--- src/rtl/decimal_to_bcd.sv ---
// Purpose: encodes a 10-line decimal key input to a 4-bit BCD code, flagging empty and multi-hot inputs.
// Latency: 1 cycle; D is sampled on each rising clk edge and the outputs are registered.
// Backpressure: none; a new sample is taken every cycle and the outputs hold between edges.
module decimal_to_bcd #(
   parameter bit HIGH_PRIORITY = 1'b1
) (
   input  logic       clk,
   input  logic       rst,
   input  logic [9:0] D,
   output logic [3:0] BCD,
   output logic       valid,
   output logic       err
);

   logic [3:0] enc_code;
   logic       any_hot;
   logic       multi_hot;

   // Priority-encode the asserted line; the scan order decides which index wins on multi-hot input.
   always_comb begin
      enc_code = 4'd0;
      if (HIGH_PRIORITY) begin
         // Ascending scan: the last hit is the highest set index.
         for (int i = 0; i < 10; i++) begin
            if (D[i]) enc_code = 4'(i);
         end
      end else begin
         // Descending scan: the last hit is the lowest set index.
         for (int i = 9; i >= 0; i--) begin
            if (D[i]) enc_code = 4'(i);
         end
      end
   end

   // Clearing the lowest set bit leaves something only when two or more lines are high.
   always_comb begin
      any_hot   = |D;
      multi_hot = |(D & (D - 10'd1));
   end

   // Register the encoded result; reset takes priority over the D sample.
   always_ff @(posedge clk) begin
      if (rst) begin
         BCD   <= 4'd0;
         valid <= 1'b0;
         err   <= 1'b0;
      end else begin
         BCD   <= enc_code;
         valid <= any_hot;
         err   <= multi_hot;
      end
   end

endmodule

--- config.mk ---
export PLATFORM = sky130hd
export DESIGN_NAME = decimal_to_bcd
export DESIGN_NICKNAME = d
export VERILOG_FILES = /design/src/rtl/decimal_to_bcd.sv
export SDC_FILE = /design/constraint.sdc
export NUM_CORES = 1
export LEC_CHECK = 0
export ABC_AREA = 0
export BUFFER_PORTS_ARGS = -buffer_cell sky130_fd_sc_hd__buf_2
export CAP_MARGIN = 10
export CORE_AREA = 5 5 42 44
export CTS_CLUSTER_SIZE = 30
export DETAILED_ROUTE_END_ITERATION = 8
export DIE_AREA = 0 0 47 49
export PLACE_DENSITY = 0.56
export SETUP_SLACK_MARGIN = 0.5
export SLEW_MARGIN = 20
export SYNTH_ARGS = -nofsm -noshare
export SYNTH_HDL_FRONTEND = slang
export SYNTH_SLANG_ARGS = --single-unit
--- constraint.sdc ---
create_clock -name clk -period 1.55 [get_ports clk]
set_input_delay 0.155 -clock clk [delete_from_list [all_inputs] [get_ports clk]]
set_output_delay 0.155 -clock clk [all_outputs]
set_load 0.01 [all_outputs]
==> metrics.txt <==
leak pwr 0.000204 uW; first-pass GRT wire length 1.14 mm; Yosys reg bits 6; Post-Place Worst Slack 0.363 ns; ys flop type dfxtp_1; die width 47 um; Critical Path AT 1.06 ns; Tot Pwr 370 uW; worst path cell trace buf_2 -> or3_4 -> nor3_2 -> o21ai_1 -> nand2_1 -> a31oi_1; Net count, final 71; fin crit period 0.934 ns; CTS tree done; Via Count 333; final setup TNS 0 ns; final hold vios 0; Hold Path Class in2reg; Critical Path RT 1.67 ns; H-tree depth 1; highest-delay cell along the critical path or3_4; clock-pin slew on the worst setup and hold paths 0.04 ns; TritonRoute pass-1 iters 3; PostCTS Resize Cnt 0; synth top area cells dfxtp_1, nor2_1, nor3_2; Starting Density 0.213; Die Area 2300 sq um; Final Wtd Congestion 0.763; async set-reset flop share out of synthesis 0; EDFF count, synth 0; status completed; setup bufs post-CTS 0; Setup-failing EPs final 0; CP max stage delay 0.39 ns; DRC 0; Max Root-Sink Buffers 2; Tcrit/Tclk final 0.602; leading area contributor after synthesis dfxtp_1; std cell rows 14; Post-Syn Instances 37; drt initial violations 7; Filler cells 163; Avg WL per Cell 10.3 um; largest net degree at the start of global routing 7; Slew Viols, Final 0; CTS Hold Buffers Added 0; commonest cells in the netlist dfxtp_1, nor2_1; vias in the first global route 285; initial antenna violation count 0; GRT overflow 0; IO Count 18; cts bufs inserted 3; Mapped Area 299 sq um; DP HPWL 631 um; Yosys top cell area share 0.402; number of antenna-violating nets in the routed design 0; Synth cell types 16; crit start category input port; Port Buf Inserts 17; worst vdd ir 160 uV; unrepaired setup endpoints after global routing false; final WL 750 um; critical path type in2reg; Die H 49 um; vias per inst 4.56; post-synthesis sequential area ratio 0.402; core region area 1400 sq um; worst setup margin 0.616 ns; fmax 1070 MHz; P&R area growth vs syn 42.7%; Max FO, Critical Path 3; Post-Syn Area per Cell 8.08 sq um; PD cells 867 nW/um^2; Net Count, Synth 49; n_diodes 0; layout cell share with drive strength beyond 1 0.404; element type at the critical path end register; Max-Cap Viols 0; clk sinks 6; Max-slew headroom 0.748; GRT Total Usage 0.0732; root buf cell clkbuf_4; Ys Warns 0; worst slew pin tran 0.368 ns
-- through the flow --
| step | instance area [sq um] | cells | hold slack [ns] | utilization |
|---|---|---|---|---|
| 6_report | 427 | 73 | 0.146 | 0.304 |
| 2_1_floorplan | 299 | 37 | 0.224 | - |
| 3_5_place_dp | 404 | 70 | 0.396 | 0.288 |
| 5_1_grt | 427 | 73 | 0.140 | 0.304 |
| 4_1_cts | 427 | 73 | 0.136 | 0.304 |
| 3_3_place_gp | 404 | 70 | 0.394 | 0.288 |
-- power by group --
group	internal [uW]	switching, uW
logic	28.5	37.0
clock network	87.3	52.2
registers	163	1.42
total	279	90.6
-- critical path, delay by kind of cell --
| kind | cells | cell delay (ns) |
|---|---|---|
| simple gates | 3 | 0.63 |
| compound gates | 2 | 0.16 |
| buf+inv | 1 | 0.11 |
-- final timing paths --
check             from        endpoint  slack, ns  depth (start not counted)
setup / recovery  D[1]  err$_SDFF_PP0_       0.62                          6
hold / removal     rst  err$_SDFF_PP0_       0.15                          2
-- flip-flops by register name (all words and copies together) (netlist names) --
register / count
BCD: 4
err: 1
valid: 1
-- cell type report --
| class | count | area, sq um | area share |
|---|---|---|---|
| sequential | 6 | 120 | 0.282 |
| inverter | 3 | 11.3 | 0.0264 |
| tap | 16 | 20.0 | 0.0469 |
| timing repair buffer | 17 | 85.1 | 0.199 |
| clock buffer | 3 | 22.5 | 0.0528 |
| multi-input combinational | 28 | 168 | 0.393 |
-- cells by family (layout without fill, tap and decap cells) --
family          count (synthesis)  in the layout  synth area share
fa+ha+maj                       1              1            0.0335
flops                           6              6             0.402
compound gates                 13             13             0.268
buf+inv                         3             23            0.0377
simple gates                   14             14             0.259
-- per-layer routing --
| layer | wire (um) | vias up | track usage |
|---|---|---|---|
| met1 | 346 | 138 | 0.0923 |
| met5 | 0 | - | 0 |
| met4 | 21 | 0 | 0.0829 |
| li1 | - | 175 | - |
| met3 | 84 | 2 | 0.0258 |
| met2 | 297 | 18 | 0.0837 |
-- cells in the final DEF (no fill, tap or decap) --
| cell | count |
|---|---|
| nand4_1 | 1 |
| o21bai_1 | 1 |
| clkbuf_4 | 3 |
| nand2_1 | 3 |
| or3_4 | 1 |
| a21oi_1 | 3 |
| maj3_1 | 1 |
| o21ai_1 | 3 |
| a31oi_1 | 2 |
| buf_2 | 17 |
| a2111oi_0 | 2 |
| nor2b_1 | 1 |
| nor2_1 | 6 |
| inv_1 | 3 |
| dfxtp_1 | 6 |
| o211ai_1 | 1 |
| o21ai_0 | 1 |
| nor3_2 | 2 |
(Power assumes the default switching activity.)
